--- src/rtl/cpu_params_pkg.sv ---
// cpu_params_pkg: machine-timer MMR window constants, register width and controller state type
package cpu_params_pkg;

    localparam int RSZ = 32;

    localparam logic [31:0] MMR_BASE        = 32'h0200_0000;
    localparam logic [15:0] OFS_MSIP        = 16'h0000;
    localparam logic [15:0] OFS_MTIMECMP_LO = 16'h4000;
    localparam logic [15:0] OFS_MTIMECMP_HI = 16'h4004;
    localparam logic [15:0] OFS_MTIME_LO    = 16'hBFF8;
    localparam logic [15:0] OFS_MTIME_HI    = 16'hBFFC;

    // Bit positions of the one-hot register select
    localparam int SEL_MSIP  = 0;
    localparam int SEL_CMPLO = 1;
    localparam int SEL_CMPHI = 2;
    localparam int SEL_MTLO  = 3;
    localparam int SEL_MTHI  = 4;
    localparam int NSEL      = 5;

    typedef enum logic [1:0] {
        IDLE,
        ACCESS,
        RESP
    } mmr_state_e;

endpackage

--- src/rtl/mmr_decode.sv ---
// mmr_decode: combinational address/size legality check producing a one-hot register select
module mmr_decode
    import cpu_params_pkg::*;
#(
    parameter logic [31:0] MMR_BASE        = cpu_params_pkg::MMR_BASE,
    parameter logic [15:0] OFS_MSIP        = cpu_params_pkg::OFS_MSIP,
    parameter logic [15:0] OFS_MTIMECMP_LO = cpu_params_pkg::OFS_MTIMECMP_LO,
    parameter logic [15:0] OFS_MTIMECMP_HI = cpu_params_pkg::OFS_MTIMECMP_HI,
    parameter logic [15:0] OFS_MTIME_LO    = cpu_params_pkg::OFS_MTIME_LO,
    parameter logic [15:0] OFS_MTIME_HI    = cpu_params_pkg::OFS_MTIME_HI
) (
    input  logic [31:0]     addr,
    input  logic [1:0]      size,
    output logic [NSEL-1:0] sel,
    output logic            legal
);

    logic [NSEL-1:0] hit;

    always_comb begin
        hit            = '0;
        hit[SEL_MSIP]  = addr[15:0] == OFS_MSIP;
        hit[SEL_CMPLO] = addr[15:0] == OFS_MTIMECMP_LO;
        hit[SEL_CMPHI] = addr[15:0] == OFS_MTIMECMP_HI;
        hit[SEL_MTLO]  = addr[15:0] == OFS_MTIME_LO;
        hit[SEL_MTHI]  = addr[15:0] == OFS_MTIME_HI;
        legal = (size == 2'd2) && (addr[1:0] == 2'b00) &&
                (addr[31:16] == MMR_BASE[31:16]) && (|hit);
        sel   = hit & {NSEL{legal}};
    end

endmodule

--- src/rtl/mmr_ctrl.sv ---
// mmr_ctrl: MEM-stage access controller for the machine-timer MMRs, with a coherent
// two-word mtime read via a high-half shadow captured on the low-half read.
module mmr_ctrl
    import cpu_params_pkg::*;
#(
    parameter logic [31:0] MMR_BASE        = cpu_params_pkg::MMR_BASE,
    parameter logic [15:0] OFS_MSIP        = cpu_params_pkg::OFS_MSIP,
    parameter logic [15:0] OFS_MTIMECMP_LO = cpu_params_pkg::OFS_MTIMECMP_LO,
    parameter logic [15:0] OFS_MTIMECMP_HI = cpu_params_pkg::OFS_MTIMECMP_HI,
    parameter logic [15:0] OFS_MTIME_LO    = cpu_params_pkg::OFS_MTIME_LO,
    parameter logic [15:0] OFS_MTIME_HI    = cpu_params_pkg::OFS_MTIME_HI
) (
    input  logic               clk_in,
    input  logic               reset_in,
    input  logic               req_valid,
    output logic               req_ready,
    input  logic               req_rd,
    input  logic [31:0]        req_addr,
    input  logic [1:0]         req_size,
    input  logic [RSZ-1:0]     req_wr_data,
    output logic               rsp_valid,
    input  logic               rsp_ready,
    output logic [RSZ-1:0]     rsp_rd_data,
    output logic               rsp_err,
    output logic               mtime_lo_wr,
    output logic               mtime_hi_wr,
    output logic               mtimecmp_lo_wr,
    output logic               mtimecmp_hi_wr,
    output logic               msip_wr,
    output logic [RSZ-1:0]     mmr_wr_data,
    input  logic [2*RSZ-1:0]   mtime,
    input  logic [2*RSZ-1:0]   mtimecmp,
    input  logic [RSZ-1:0]     msip_reg
);

    mmr_state_e      state, state_nxt;
    logic [31:0]     addr_q;
    logic [1:0]      size_q;
    logic            rd_q;
    logic [RSZ-1:0]  wdata_q;
    logic [RSZ-1:0]  hi_shadow;
    logic            shadow_vld;
    logic [NSEL-1:0] sel;
    logic            legal;
    logic            wr_en;
    logic [NSEL-1:0] strb;
    logic [RSZ-1:0]  rd_mux;

    mmr_decode #(
        .MMR_BASE        (MMR_BASE),
        .OFS_MSIP        (OFS_MSIP),
        .OFS_MTIMECMP_LO (OFS_MTIMECMP_LO),
        .OFS_MTIMECMP_HI (OFS_MTIMECMP_HI),
        .OFS_MTIME_LO    (OFS_MTIME_LO),
        .OFS_MTIME_HI    (OFS_MTIME_HI)
    ) u_decode (
        .addr  (addr_q),
        .size  (size_q),
        .sel   (sel),
        .legal (legal)
    );

    always_ff @(posedge clk_in or negedge reset_in) begin
        if (!reset_in)
            state <= IDLE;
        else
            state <= state_nxt;
    end

    always_comb begin
        state_nxt = (state == IDLE)   ? (req_valid ? ACCESS : IDLE) :
                    (state == ACCESS) ? RESP :
                    (rsp_ready ? IDLE : RESP);
    end

    always_comb begin
        req_ready      = state == IDLE;
        rsp_valid      = state == RESP;
        wr_en          = (state == ACCESS) && !rd_q;
        strb           = sel & {NSEL{wr_en}};
        msip_wr        = strb[SEL_MSIP];
        mtimecmp_lo_wr = strb[SEL_CMPLO];
        mtimecmp_hi_wr = strb[SEL_CMPHI];
        mtime_lo_wr    = strb[SEL_MTLO];
        mtime_hi_wr    = strb[SEL_MTHI];
        mmr_wr_data    = (|strb) ? wdata_q : '0;
    end

    // sel is already zero for an illegal access, so the mux falls through to 0
    always_comb begin
        rd_mux = sel[SEL_MSIP]  ? msip_reg :
                 sel[SEL_CMPLO] ? mtimecmp[RSZ-1:0] :
                 sel[SEL_CMPHI] ? mtimecmp[2*RSZ-1:RSZ] :
                 sel[SEL_MTLO]  ? mtime[RSZ-1:0] :
                 sel[SEL_MTHI]  ? (shadow_vld ? hi_shadow : mtime[2*RSZ-1:RSZ]) :
                 '0;
    end

    always_ff @(posedge clk_in or negedge reset_in) begin
        if (!reset_in) begin
            addr_q      <= '0;
            size_q      <= '0;
            rd_q        <= 1'b0;
            wdata_q     <= '0;
            rsp_rd_data <= '0;
            rsp_err     <= 1'b0;
            hi_shadow   <= '0;
            shadow_vld  <= 1'b0;
        end else begin
            if (state == IDLE && req_valid) begin
                addr_q  <= req_addr;
                size_q  <= req_size;
                rd_q    <= req_rd;
                wdata_q <= req_wr_data;
            end
            if (state == ACCESS) begin
                rsp_rd_data <= rd_q ? rd_mux : '0;
                rsp_err     <= !legal;
                if (rd_q && sel[SEL_MTLO]) begin
                    hi_shadow  <= mtime[2*RSZ-1:RSZ];
                    shadow_vld <= 1'b1;
                end else if (sel[SEL_MTLO] || sel[SEL_MTHI]) begin
                    shadow_vld <= 1'b0;
                end
            end
        end
    end

endmodule

--- config.mk ---
export PLATFORM = sky130hd
export DESIGN_NAME = mmr_ctrl
export DESIGN_NICKNAME = d
export VERILOG_FILES = /design/src/rtl/cpu_params_pkg.sv /design/src/rtl/mmr_decode.sv /design/src/rtl/mmr_ctrl.sv
export SDC_FILE = /design/constraint.sdc
export NUM_CORES = 1
export LEC_CHECK = 0
export ABC_CLOCK_PERIOD_IN_PS = 4200
export BUFFER_PORTS_ARGS = -buffer_cell sky130_fd_sc_hd__buf_4
export CAP_MARGIN = 20
export CORE_MARGIN = 8
export CORE_UTILIZATION = 52
export CTS_CLUSTER_DIAMETER = 50
export DETAILED_ROUTE_END_ITERATION = 12
export HOLD_SLACK_MARGIN = 0.08
export PLACE_DENSITY = 0.95
export SYNTH_ARGS = -nofsm -noshare
export SYNTH_HDL_FRONTEND = slang
export SYNTH_HIERARCHICAL = 1
export SYNTH_SLANG_ARGS = --single-unit
--- constraint.sdc ---
create_clock -name clk_in -period 4.2 [get_ports clk_in]
set_clock_uncertainty 0.15 [all_clocks]
set_input_delay 0.42 -clock clk_in [delete_from_list [all_inputs] [get_ports clk_in]]
set_output_delay 0.42 -clock clk_in [all_outputs]
set_load 0.005 [all_outputs]
Yosys cells after proc, flatten, opt, wreduce, memory -nomap -nowiden
Index checks and enable logic that the tools add are counted.
{ "classes": {"n_bitwise": 2, "eq_ne": 8, "reduce_logical": 17, "muxes": 14} }
{ "ops": {"columns": ["op", "n"], "rows": [
  ["32-bit 2-to-1 mux", 8],
  ["16-bit by 15-bit equality test with 1-bit output (second input constant)", 2],
  ["16-bit equality test (second input constant)", 2],
  ["16-bit by 10-bit equality test with 1-bit output (second input constant)", 1],
  ["16-bit zero test", 1],
  ["5-bit AND", 2],
  ["5-bit OR reduction", 2],
  ["1-bit logical AND", 6],
  ["2-bit 2-to-1 mux", 3],
  ["2-bit equality test (second input constant)", 2],
  ["2-bit zero test", 2],
  ["2-bit AND reduction", 2],
  ["1-bit 2-to-1 mux", 3],
  ["2-bit by 1-bit equality test with 1-bit output (second input constant)", 1],
  ["1-bit zero test", 2],
  ["2-bit nonzero test", 1],
  ["1-bit logical OR", 1]
]} }
{ "totals": {"wordCells": 50, "out_inout_bits": 72, "inputBits": 231, "regBits": 135} }

Logic depth before layout (Yosys ltp)
{ "logic_depth": {"ltp_word": 11, "ltp_mapped": 10, "depth_no_buf": 7} }

Modules after synthesis
The synthesis kept the hierarchy.
{ "by_module_without_submodules": {"columns": ["module", "area_each_um2", "cells_per_inst", "seq_area_each_um2", "instances"], "rows": [
  ["mmr_ctrl", 6776.5, 564, 3378.2, 1],
  ["mmr_decode", 207.7, 31, 0.0, 1]
]} }

Worst setup path before layout
No wires, ideal clock.
{ "synth_path": {"path_type": "reg-to-output", "start": "reg addr_q[3]", "end": "out mmr_wr_data[10]", "t_arrival_ns": 2.400, "path_buffers": 2, "setup_slack_ns": 1.230, "path_stages_with_launch": 9, "path_cell_list": "dfrtp_1 -> or4_4 -> or4b_4 -> nor3_2 -> buf_2 -> nor3_1 -> a21boi_1 -> clkbuf_1 -> and2_1"} }
{ "synth_between": {"elab_chain_cells": 7, "elab_cells_between_ends": 11, "cone_classes": "4 x eq/ne; 1 x mux; 2 x bitwise; 4 x reduce/logical"} }
{ "synth_lines": {"columns": ["item", "line", "rtl"], "rows": [
  ["start: declaration", "mmr_ctrl.sv:37", "logic [31:0] addr_q;"],
  ["start signal: assignment", "mmr_ctrl.sv:111", "addr_q <= req_addr;"],
  ["16-bit by 15-bit equality test with 1-bit output, or another cell as far along", "mmr_decode.sv:23", "hit[SEL_CMPLO] = addr[15:0] == OFS_MTIMECMP_LO;"],
  ["5-bit OR reduction", "mmr_decode.sv:28", "(addr[31:16] == MMR_BASE[31:16]) && (|hit);"],
  ["1-bit logical AND", "mmr_decode.sv:28", null],
  ["5-bit AND *", "mmr_decode.sv:29", "sel = hit & {NSEL{legal}};"],
  ["net sel[0]", "mmr_ctrl.sv:43", "logic [NSEL-1:0] sel;"],
  ["5-bit AND *", "mmr_ctrl.sv:80", "strb = sel & {NSEL{wr_en}};"],
  ["5-bit OR reduction *", "mmr_ctrl.sv:86", "mmr_wr_data = (|strb) ? wdata_q : '0;"],
  ["32-bit 2-to-1 mux *", "mmr_ctrl.sv:86", null],
  ["end: declaration", "mmr_ctrl.sv:30", "output logic [RSZ-1:0] mmr_wr_data,"]
]} }
The timed path passes the listed nets; every way through them passes the cells marked *.

Final worst setup path
{ "layout_path": {"start": "reg addr_q[11]", "end": "out mmr_wr_data[14]"} }
The elaborated chain is that of the path after synthesis.

==> out/results.txt <==
The run finished with clean final reports. After synthesis the cells add up to 0.00698 sq mm. The number of global-route vias before repair was 7,077; the routed wire length per instance was 23.7 um. Number of hold violations in the final report: 0. Effective utilization at floorplan: 0.530. The worst endpoint data arrival time came out at 3.36 ns. The signal on the critical path passes through or4_1, nor4b_2, nand3_1, nor2_4, buf_4, nor3_1, a21boi_1, buf_4, and2_1, buf_4. The tightest min-delay check is of the primary input to flop type.

The most critical setup path has its endpoint at mmr_wr_data[14]. The number of cells on the worst reg-to-reg path is 9. In this run the vertical extent of the chip is 132 um. The die is 132 um wide.

The tools report the maximum resistive drop on vdd as 0.000342 V. The H-tree was split into 4 levels. The initial antenna violation count is 0, and the deepest clock path buffer count is 2.

The tree is rooted in a clkbuf_16. The number of inserted diodes is 0, and the number of I/O pins is 303. In the final layout, flip-flops and latches occupy 0.00338 sq mm. Cell type with the highest aggregate area in the netlist: dfrtp_1. For the core occupancy in the finished layout, the log shows 0.788. Buffers placed on the I/O ports in this run total 302. The average instance in the mapped netlist occupies 11.7 sq um.

The switching power of the nets was 1330 uW; the HPWL after detailed placement was 17.2 mm. The library cell used most frequently in the layout, excluding fill and tap cells, is buf_4. In this run the standard cell core region covers 0.0132 sq mm. The share of cells above drive strength 1 works out to 0.475. The die covers 0.0174 sq mm. Compared with the post-synthesis result, the final layout area differs by 48.7%.

Yosys attributes the largest share of cell area to dfrtp_1 48%, mux2_2 14%, a32o_1 4.6%. Number of pins with negative max-slew slack in the final report: 0. The start-to-end type of the worst setup path was flop to primary output. The synthesized design contains 135 register bits. The relative contribution of combinational cells to total power was 0.223. The synthesized net count is 826, and the sequential-to-total area share from yosys stat is 0.484.

Setup total negative slack on the finished layout was measured at 0 ns. The filler cells instantiated in the layout total 780. The post-route clock period utilization is 0.935, and the normalized max-slew margin is 0.298. The total power was 4440 uW; the met1 routed wirelength after detailed routing was 9.81 mm.

The final wirelength was 26.4 mm. In this run the critical register-to-register path is launched from addr_q[11]. Entering global routing, the biggest net connects 111 pins. The number of remaining DRC errors is 0, and the post-layout minimum cycle time is 3.93 ns. The number of sinks handled by clock tree synthesis was 135.

The congestion estimate from routability-driven global placement came to 0.820. In this run, CTS created clock tree buffers numbering 17. For the number of distinct library cells after synthesis, the log shows 37. For the remaining number of nets flagged by the antenna check after routing, the log shows 0. The cell internal power dissipation is 3110 uW, and the maximum fanout along the worst path is 35. Delay of the slowest cell on the worst path: 0.59 ns. The share of power burned in the clock network was 0.335. After the first detailed-routing iteration, the DRC count stood at 478. Amount of wire on met3 after detailed routing: 2.67 mm. Setup repair after global routing left no endpoint under its margin. Synthesis produced 595 cells.

Summing over every cut layer, the via total after detailed routing is 6,610. Summed over all layers, the global routing overflow is 0. The most used flip-flop cell after synthesis is dfrtp_1. The first global-routing pass estimated 40.2 mm of wire. Dividing total power by cell area gives a power density of 428 mW/mm^2. Summed over all nets, wire length on met2 after detailed routing comes to 12.9 mm. The top cell types in the final layout, fill and taps aside, are 318 x buf_4, 134 x dfrtp_1, 84 x mux2_2. The fraction of post-synthesis cell area in the top cell type by area works out to 0.484. The analysis attributes to cell leakage a power of 0.00481 uW.

The critical register-to-register path endpoint was rsp_rd_data[1]. The run gives 255 MHz as the achievable frequency. By instance count, the cell type seen most on the critical path is buf_4. The number of enable-type register cells in the synthesized netlist works out to 0.

STA puts the critical path data required time at 3.63 ns. The switching part of the total is 0.300, and the number of placement rows is 42. STA classifies the critical path endpoint as a primary output. The post-CTS clock slew at the launch and capture registers of the worst setup and hold paths was 0.07 ns; the reported max-cap violation count was 0.

For flop-to-flop paths, the worst setup slack is 0.99 ns. The share of flip-flops with an asynchronous set or reset after synthesis works out to 1.00. Setup violations remaining at the end of the flow were counted as 0.

In the routed layout, each cell is associated on average with a via count of 5.93. TritonCTS built the clock tree. For the iteration count of the initial detailed-routing pass, the log shows 5. Area occupied by multi-input gates: 0.00324 sq mm. The run gives 0.443 as the sequential power share.

The largest individual stage delay along the critical path comes from the cell or4_1. The overall global routing resource usage is 0.293, and the transition time at the pin with the least slew margin is 1.05 ns. After the last flow step, the layout net total stands at 1,156. The later pin in the worst-skew pair is clocked with a latency of 0.42 ns. The worst setup path is launched from a flop. Routed signal wires occupy layers up through met4. Yosys printed 6 warnings. The critical path starts at addr_q[11].
critical path, delay by kind of cell (launching register included):
family	cells	cell delay [ns]
DFF	1	0.43
AOI/OAI and AO/OA	1	0.16
and+or+nand+nor	6	1.59
buffers and inverters	3	0.74
power groups by stage:
stage               Combinational [uW]  Clock, uW  Sequential [uW]
floorplan                          581          0             1820
global placement                   846          0             1910
detailed placement                 906          0             1930
CTS                                947       1480             1930
global route                      1050       1550             1990
finish                             989       1490             1970
Yosys cell counts (all sizes together), types with 2 or more instances:
master   number
nor4b         3
nand2b        2
a2bb2oi      32
o21ai         3
a21oi         2
mux2i        32
or3           2
a32o         32
nand2        36
nor4          4
nand3b       33
nand4         3
o2111ai      32
buf          24
nor2          8
inv          35
dfrtp       135
clkbuf       26
and2         38
mux2         99
nor3          2
or2           2
or4           2
worst min path at each step:
stage | slack [ns] | to | cells after the start | from
6_report | 0.08 | wdata_q[29] | 2 | req_wr_data[29]
5_1_grt | 0.08 | wdata_q[6] | 2 | req_wr_data[6]
4_1_cts | 0.08 | wdata_q[25] | 2 | req_wr_data[25]
3_5_place_dp | 0.33 | rsp_rd_data[13] | 1 | rsp_rd_data[13]
3_3_place_gp | 0.31 | rsp_err | 2 | rsp_err
2_1_floorplan | -0.03 | addr_q[0] | 0 | reset_in
state kept, by name (all words and copies together) (netlist names):
signal,flops
addr_q,32
hi_shadow,32
rsp_rd_data,32
wdata_q,32
size_q,2
state,2
rd_q,1
rsp_err,1
shadow_vld,1
metal layers:
layer / vias up / GRT usage
met1: 3239 / 0.336
li1: 2859 / -
met5: - / 0
met4: 0 / 0.147
met3: 74 / 0.0960
met2: 438 / 0.482
kinds of logic (layout without fill, tap and decap cells):
logic type	after synthesis	count (layout)	synth area share
buffers and inverters	85	428	0.0563
and+or+nand+nor	142	142	0.124
muxes	131	131	0.205
DFF	135	135	0.484
AOI/OAI and AO/OA	102	102	0.131
stage by stage:
| stage | hold slack [ns] | setup WS, ns | std cells | area, sq um |
|---|---|---|---|---|
| 2_1_floorplan | -0.0256 | 1.23 | 595 | 6980 |
| 3_3_place_gp | 0.312 | 0.962 | 1040 | 9370 |
| 3_5_place_dp | 0.332 | 0.871 | 1040 | 9370 |
| 4_1_cts | 0.0804 | 0.383 | 1110 | 10300 |
| 5_1_grt | 0.0798 | 0.0900 | 1114 | 10400 |
| 6_report | 0.0799 | 0.273 | 1114 | 10400 |
repair_timing:
item,in CTS,in global routing
buffers inserted,0,0
hold endpoints to repair,146,3
resized for setup,0,0
hold buffers,38,3
layout make-up:
class                   instances  area share
flip-flops and latches        135       0.325
multi-input cells             375       0.312
repair buffers                361       0.273
clock buffers                  19      0.0417
well taps                     176      0.0212
clock inverters                13      0.0145
inverters                      35      0.0126
(Power assumes the default switching activity.)
